==> config.mk <==
export PLATFORM = sky130hd
export DESIGN_NAME = aes128_key_expand_seq_flat
export DESIGN_NICKNAME = d
export VERILOG_FILES = /design/src/rtl/aes128_key_expand_seq_if.sv /design/src/rtl/aes128_key_expand_seq.sv /design/src/flat_wrapper.sv
export SDC_FILE = /design/constraint.sdc
export NUM_CORES = 1
export LEC_CHECK = 0
export ABC_AREA = 0
export ABC_CLOCK_PERIOD_IN_PS = 7600
export BUFFER_PORTS_ARGS = -buffer_cell sky130_fd_sc_hd__buf_2
export CELL_PAD_IN_SITES_DETAIL_PLACEMENT = 0
export CELL_PAD_IN_SITES_GLOBAL_PLACEMENT = 1
export CORE_AREA = 5 5 178 180
export DETAILED_ROUTE_END_ITERATION = 8
export DIE_AREA = 0 0 183 185
export PLACE_DENSITY_LB_ADDON = 0.15
export SKIP_LAST_GASP = 1
export SLEW_MARGIN = 25
export SYNTH_ARGS = -nofsm -noshare
export SYNTH_HDL_FRONTEND = slang
export SYNTH_SLANG_ARGS = --single-unit
==> constraint.sdc <==
create_clock -name clk -period 7.6 [get_ports clk]
set_input_delay 0.76 -clock clk [delete_from_list [all_inputs] [get_ports clk]]
set_output_delay 0.76 -clock clk [all_outputs]
set_load 0.005 [all_outputs]
==> src/rtl/aes128_key_expand_seq_if.sv <==
// Round-key handshake bundle between the key register, the key scheduler and AddRoundKey.
// master drives start/key_in/rk_ready; slave (the scheduler) returns the round-key stream.
interface aes128_key_expand_seq_if;
  logic         start;
  logic [127:0] key_in;
  logic         busy;
  logic         rk_valid;
  logic         rk_ready;
  logic [127:0] rk_out;
  logic [3:0]   rk_idx;
  logic         done;

  modport master (
    output start, key_in, rk_ready,
    input  busy, rk_valid, rk_out, rk_idx, done
  );

  modport slave (
    input  start, key_in, rk_ready,
    output busy, rk_valid, rk_out, rk_idx, done
  );
endinterface

==> src/rtl/aes128_key_expand_seq.sv <==
// Byte-serial AES-128 key schedule: one shared S-box does SubWord over four cycles,
// then all four words of the next round key are produced in a single MIX cycle.
//
// state | meaning
// IDLE  | waiting for start; key register holds the last schedule
// EMIT  | round key rk_idx presented, waiting for rk_ready
// SUB   | SubWord(RotWord(w3)) one byte per cycle into temp
// MIX   | fold temp/rcon into w0..w3, advance rk_idx and rcon
module aes128_key_expand_seq #(
  parameter int NR = 10
) (
  input  logic                    clk,
  input  logic                    rst,
  aes128_key_expand_seq_if.slave  bus
);

  generate
    if (NR != 10) begin : g_bad_nr
      $error("aes128_key_expand_seq: NR must be 10 for AES-128");
    end
  endgenerate

  typedef enum logic [1:0] {IDLE, EMIT, SUB, MIX} state_t;

  localparam logic [127:0] SBOX_ROW [16] = '{
    128'h637c777bf26b6fc53001672bfed7ab76,
    128'hca82c97dfa5947f0add4a2af9ca472c0,
    128'hb7fd9326363ff7cc34a5e5f171d83115,
    128'h04c723c31896059a071280e2eb27b275,
    128'h09832c1a1b6e5aa0523bd6b329e32f84,
    128'h53d100ed20fcb15b6acbbe394a4c58cf,
    128'hd0efaafb434d338545f9027f503c9fa8,
    128'h51a3408f929d38f5bcb6da2110fff3d2,
    128'hcd0c13ec5f974417c4a77e3d645d1973,
    128'h60814fdc222a908846eeb814de5e0bdb,
    128'he0323a0a4906245cc2d3ac629195e479,
    128'he7c8376d8dd54ea96c56f4ea657aae08,
    128'hba78252e1ca6b4c6e8dd741f4bbd8b8a,
    128'h703eb5664803f60e613557b986c11d9e,
    128'he1f8981169d98e949b1e87e9ce5528df,
    128'h8ca1890dbfe6426841992d0fb054bb16
  };

  function automatic logic [7:0] sbox(input logic [7:0] x);
    logic [127:0] row;
    row = SBOX_ROW[x[7:4]];
    // column 0 sits in the top byte of each row constant
    return row[{~x[3:0], 3'b000} +: 8];
  endfunction

  state_t       state_q, state_d;
  logic [127:0] key_q, key_d;
  logic [31:0]  temp_q, temp_d;
  logic [1:0]   cnt_q, cnt_d;
  logic [7:0]   rcon_q, rcon_d;
  logic [3:0]   idx_q, idx_d;
  logic         rk_valid_q, rk_valid_d;
  logic         busy_q, busy_d;
  logic         done_q, done_d;

  logic [31:0]  w0, w1, w2, w3;
  logic [31:0]  mix_t, w0_n, w1_n, w2_n, w3_n;
  logic [7:0]   sbox_in, sbox_out;

  assign w0 = key_q[127:96];
  assign w1 = key_q[95:64];
  assign w2 = key_q[63:32];
  assign w3 = key_q[31:0];

  // RotWord folded into the byte select: byte k of RotWord(w3)
  always_comb begin
    sbox_in = w3[31:24];
    case (cnt_q)
      2'd0: sbox_in = w3[23:16];
      2'd1: sbox_in = w3[15:8];
      2'd2: sbox_in = w3[7:0];
      2'd3: sbox_in = w3[31:24];
      default: sbox_in = w3[31:24];
    endcase
  end

  assign sbox_out = sbox(sbox_in);

  assign mix_t = temp_q ^ {rcon_q, 24'h000000};
  assign w0_n  = w0 ^ mix_t;
  assign w1_n  = w1 ^ w0_n;
  assign w2_n  = w2 ^ w1_n;
  assign w3_n  = w3 ^ w2_n;

  always_comb begin
    state_d    = state_q;
    key_d      = key_q;
    temp_d     = temp_q;
    cnt_d      = cnt_q;
    rcon_d     = rcon_q;
    idx_d      = idx_q;
    rk_valid_d = rk_valid_q;
    done_d     = 1'b0;

    case (state_q)
      IDLE: begin
        if (bus.start) begin
          key_d      = bus.key_in;
          idx_d      = 4'd0;
          rcon_d     = 8'h01;
          rk_valid_d = 1'b1;
          state_d    = EMIT;
        end
      end
      EMIT: begin
        if (bus.rk_ready) begin
          rk_valid_d = 1'b0;
          if (idx_q == 4'(NR)) begin
            done_d  = 1'b1;
            state_d = IDLE;
          end else begin
            cnt_d   = 2'd0;
            state_d = SUB;
          end
        end
      end
      SUB: begin
        case (cnt_q)
          2'd0: temp_d[31:24] = sbox_out;
          2'd1: temp_d[23:16] = sbox_out;
          2'd2: temp_d[15:8]  = sbox_out;
          2'd3: temp_d[7:0]   = sbox_out;
          default: temp_d = temp_q;
        endcase
        cnt_d = cnt_q + 2'd1;
        if (cnt_q == 2'd3) state_d = MIX;
      end
      MIX: begin
        key_d      = {w0_n, w1_n, w2_n, w3_n};
        idx_d      = idx_q + 4'd1;
        rcon_d     = {rcon_q[6:0], 1'b0} ^ (rcon_q[7] ? 8'h1b : 8'h00);
        rk_valid_d = 1'b1;
        state_d    = EMIT;
      end
      default: begin
        rk_valid_d = 1'b0;
        state_d    = IDLE;
      end
    endcase

    busy_d = (state_d != IDLE);
  end

  always_ff @(posedge clk or posedge rst) begin
    if (rst) begin
      state_q    <= IDLE;
      key_q      <= '0;
      temp_q     <= '0;
      cnt_q      <= '0;
      rcon_q     <= 8'h01;
      idx_q      <= '0;
      rk_valid_q <= 1'b0;
      busy_q     <= 1'b0;
      done_q     <= 1'b0;
    end else begin
      state_q    <= state_d;
      key_q      <= key_d;
      temp_q     <= temp_d;
      cnt_q      <= cnt_d;
      rcon_q     <= rcon_d;
      idx_q      <= idx_d;
      rk_valid_q <= rk_valid_d;
      busy_q     <= busy_d;
      done_q     <= done_d;
    end
  end

  assign bus.busy     = busy_q;
  assign bus.rk_valid = rk_valid_q;
  assign bus.rk_out   = key_q;
  assign bus.rk_idx   = idx_q;
  assign bus.done     = done_q;

endmodule

==> src/flat_wrapper.sv <==
// flat-port wrapper written by rule: the top's interface ports become plain ports
module aes128_key_expand_seq_flat 
#(
  parameter int NR = 10
)
  (clk, rst, bus_start, bus_key_in, bus_rk_ready, bus_busy, bus_rk_valid, bus_rk_out, bus_rk_idx, bus_done);
  aes128_key_expand_seq_if bus_i ();
  input  logic clk;
  input  logic rst;
  input wire logic [$bits(bus_i.start)-1:0] bus_start;
  input wire logic [$bits(bus_i.key_in)-1:0] bus_key_in;
  input wire logic [$bits(bus_i.rk_ready)-1:0] bus_rk_ready;
  output wire logic [$bits(bus_i.busy)-1:0] bus_busy;
  output wire logic [$bits(bus_i.rk_valid)-1:0] bus_rk_valid;
  output wire logic [$bits(bus_i.rk_out)-1:0] bus_rk_out;
  output wire logic [$bits(bus_i.rk_idx)-1:0] bus_rk_idx;
  output wire logic [$bits(bus_i.done)-1:0] bus_done;
  assign bus_i.start = bus_start;
  assign bus_i.key_in = bus_key_in;
  assign bus_i.rk_ready = bus_rk_ready;
  assign bus_busy = bus_i.busy;
  assign bus_rk_valid = bus_i.rk_valid;
  assign bus_rk_out = bus_i.rk_out;
  assign bus_rk_idx = bus_i.rk_idx;
  assign bus_done = bus_i.done;
  aes128_key_expand_seq #(.NR(NR)) u_core (.clk(clk), .rst(rst), .bus(bus_i));
endmodule
==> summary.md <==
| Metric | Value |
|---|---|
| Syn avg cell area | a little under 9 um^2 |
| Cells after synthesis | 1425 |
| CTS HTree Levels | 4 |
| Drt first pass iters | 7 |
| WL per Instance | 26.5 um |
| Vias in the first global route | 12600 |
| Worst r2r path cells | 15 |
| Seq/Total Area, Yosys | 36.1% |
| Layout Skew | 15.3 ps |
| Final setup vio count | 0 |
| Hold Violations, Final | 0 |
| RSZ-0062 raised after global routing | false |
| Total GRT Usage | a little under a third |
| First-pass GRT wire length | 79700 um |
| WL final | between 50000 and 60000 um |
| Final ANT Viol Nets | 0 |
| Residual DRC | 0 |
| Status | complete, no violations |
| Max-slew violation count | 0 |
| Clk root buf | clkbuf_16 |
| Largest family of logic cells by synthesized area | compound AO/OA/AOI/OAI gates |
| Site Rows | 64 |
| CTS tree | built |
| DR iter-0 viols | 1872 |
| R2R setup slack | ~2500 ps |
| Minimum clock period after layout | 5090 ps |
| Die height | 185 um |
| Worst skew pair latency | around 440 ps |
| Number of enable flip-flop cells after synthesis | 0 |
| Syn. warnings | 0 |
| Share of cells above drive strength 1 | a little under a quarter |
| Crit start category | register |
| Resize count post-CTS | 0 |
| Reg clk slew, reported paths | 80 ps |
| Die area | ~34000 um^2 |
| Setup TNS | 0 ps |
| Initial antenna violation count | 1 |
| Critical Path Fanout Max | 26 |
| Synth Area in Compound Gates | 33.8% |
| Vias per inst | between 6 and 7 |
| Synth cell count leaders | dfrtp_1 (178), nand2_1 (178), o21ai_0 (109) |
| Mux cell area share after synthesis | around 1.4% |
| Fmax achieved | 0.197 GHz |
| Layout fillers | 2995 |
| Final HPWL DP | 37500 um |
| Synth area leaders | dfrtp_1 (36%), nand2_1 (5.4%), a221o_1 (5.2%) |
| Post-synthesis simple-gate area fraction | 13.7% |
| Ys flop type | dfrtp_1 |
| Core area | 30000 um^2 |
| Ant diodes | 0 |
| Buffers on Ports | 266 |
| CTS Buf Count | 17 |
| Area leader, netlist | dfrtp_1 |
| Post-synthesis adder-cell area fraction | 1.99% |
| Worst flop-to-flop path startpoint | u_core.cnt_q[0] |
| Post-Syn Area | 12400 um^2 |
| Die width | 183 um |
| Hold Buf Count CTS | 0 |
| Worst min-delay path class | in -> async |
| Yosys reg bits | 179 |
| Worst Max-Slew Pin Slew | 1150 ps |
| Largest net degree at the start of global routing | 103 |
| Synth top area share | between 30% and 40% |
| Yosys cell types | 80 |
| Max-Cap Viols | 0 |
| Worst R2R End | u_core.temp_q[27] |
| Async SR Flop Fraction | 100% |
| Synth Area in XOR/XNOR | 7.69% |
| Critical path endpoint category | register |
| Deepest clock path buffer count | 2 |
| Initial core utilization | 41.4% |
| Boundary Pins | between 200 and 300 |
| Total grt overflow | 0 |
| Clock sinks | 179 |
| Max transition margin | around a quarter |
| Setup CP Type | reg -> reg |
| Vias | 13300 |
| Worst path arrival time | between 5000 and 6000 ps |
| Fin nets | 1753 |
| Net count after synthesis | between 1500 and 2000 |
| Setup Fix Bufs, Post-CTS | 0 |
| Placer Congestion | 1.02 |
| P&R area growth vs syn | 16.7% |
| Final worst path period share | between 60% and 70% |
| Worst EP required | 7890 ps |
sequential cells by signal (all words and copies together), names as in the netlist:
| name | cells |
|---|---|
| u_core.bus.rk_out | 128 |
| u_core.temp_q | 32 |
| u_core.rcon_q | 8 |
| u_core.bus.rk_idx | 4 |
| u_core.cnt_q | 2 |
| u_core.state_q | 2 |
| u_core.bus.busy | 1 |
| u_core.bus.done | 1 |
| u_core.bus.rk_valid | 1 |
cell type report:
type                            count  area, um^2  area share [%]
Timing Repair Buffer              291        1520            10.5
Clock buffer                       21         470            3.25
Sequential cell                   179        4480            30.9
Clock inverter                     11         116           0.803
Multi-Input combinational cell   1093        7320            50.5
Tap cell                          396         495            3.42
Inverter                           21        87.6           0.604
metal layers:
layer	global-route usage (%)	share of wire [%]	vias to the layer above
li1	-	-	5813
met1	40.9	41	6443
met2	47.8	45	820
met3	7.27	10	182
met4	11.2	4.0	2
met5	0	0.013	-
how the worst max path moves through the flow:
| stage | slack, ps | from | depth (start not counted) | to |
|---|---|---|---|---|
| after floorplan | 1980 | rst | 1 | u_core.bus.busy |
| after global placement | 2770 | u_core.cnt_q[0] | 15 | u_core.temp_q[11] |
| after detailed placement | 2800 | u_core.cnt_q[0] | 15 | u_core.temp_q[27] |
| after CTS | 2760 | u_core.cnt_q[0] | 15 | u_core.temp_q[27] |
| after global routing | 2370 | u_core.cnt_q[0] | 15 | u_core.temp_q[27] |
| final | 2510 | u_core.cnt_q[0] | 15 | u_core.temp_q[27] |
placed cells by master (no fill, tap or decap), types with 7 or more instances in the layout:
master and count:
buf_2 266, dfrtp_1 178, nand2_1 177, o21ai_0 109, a21oi_1 87, nor2_1 79
a221o_1 64, xor2_1 56, xnor2_1 53, o211ai_1 45, o311ai_0 31, a211oi_1 28
nor3b_1 28, nor3_1 26, o221a_2 26, nand3_1 25, buf_4 24, a22oi_1 20
a31oi_1 19, ha_1 18, inv_1 17, clkbuf_16 17, o221ai_1 16, o21ai_1 12
a311oi_1 12, nand4_1 10, o31ai_1 10, mux2i_1 9, o22ai_1 9, a211o_1 9
a21o_1 7, nand2b_1 7, a32oi_1 7
logic make-up after synthesis:
kind of cell | Yosys count
compound gates | 572
simple gates | 378
flops | 179
buf+inv | 153
xor+xnor | 109
fa+ha+maj | 20
mux | 14
per-stage QoR:
step	util, %	cells	hold slack, ps	setup WS, ps	instance area (um^2)
after floorplan	-	1425	468	1980	12400
after global placement	46.3	1980	494	2770	13900
after detailed placement	46.3	1980	523	2800	13900
after CTS	48.3	2012	473	2760	14500
after global routing	48.3	2012	496	2370	14500
final	48.3	2012	421	2510	14500
worst max-delay path: stages (launching register included):
cell      delay, ps
dfrtp_1         420
inv_1           130
ha_1            610
a21oi_1         130
a22oi_2         180
buf_4           360
inv_1           220
buf_4           280
ha_1            530
a211oi_1        770
a21oi_1          90
o221a_2         290
o211ai_1        320
and4_1          240
a211o_1         240
o21ai_0         120
Power is not shown: default switching activity piles up to over one toggle a cycle in this logic, so the estimate is an artifact.
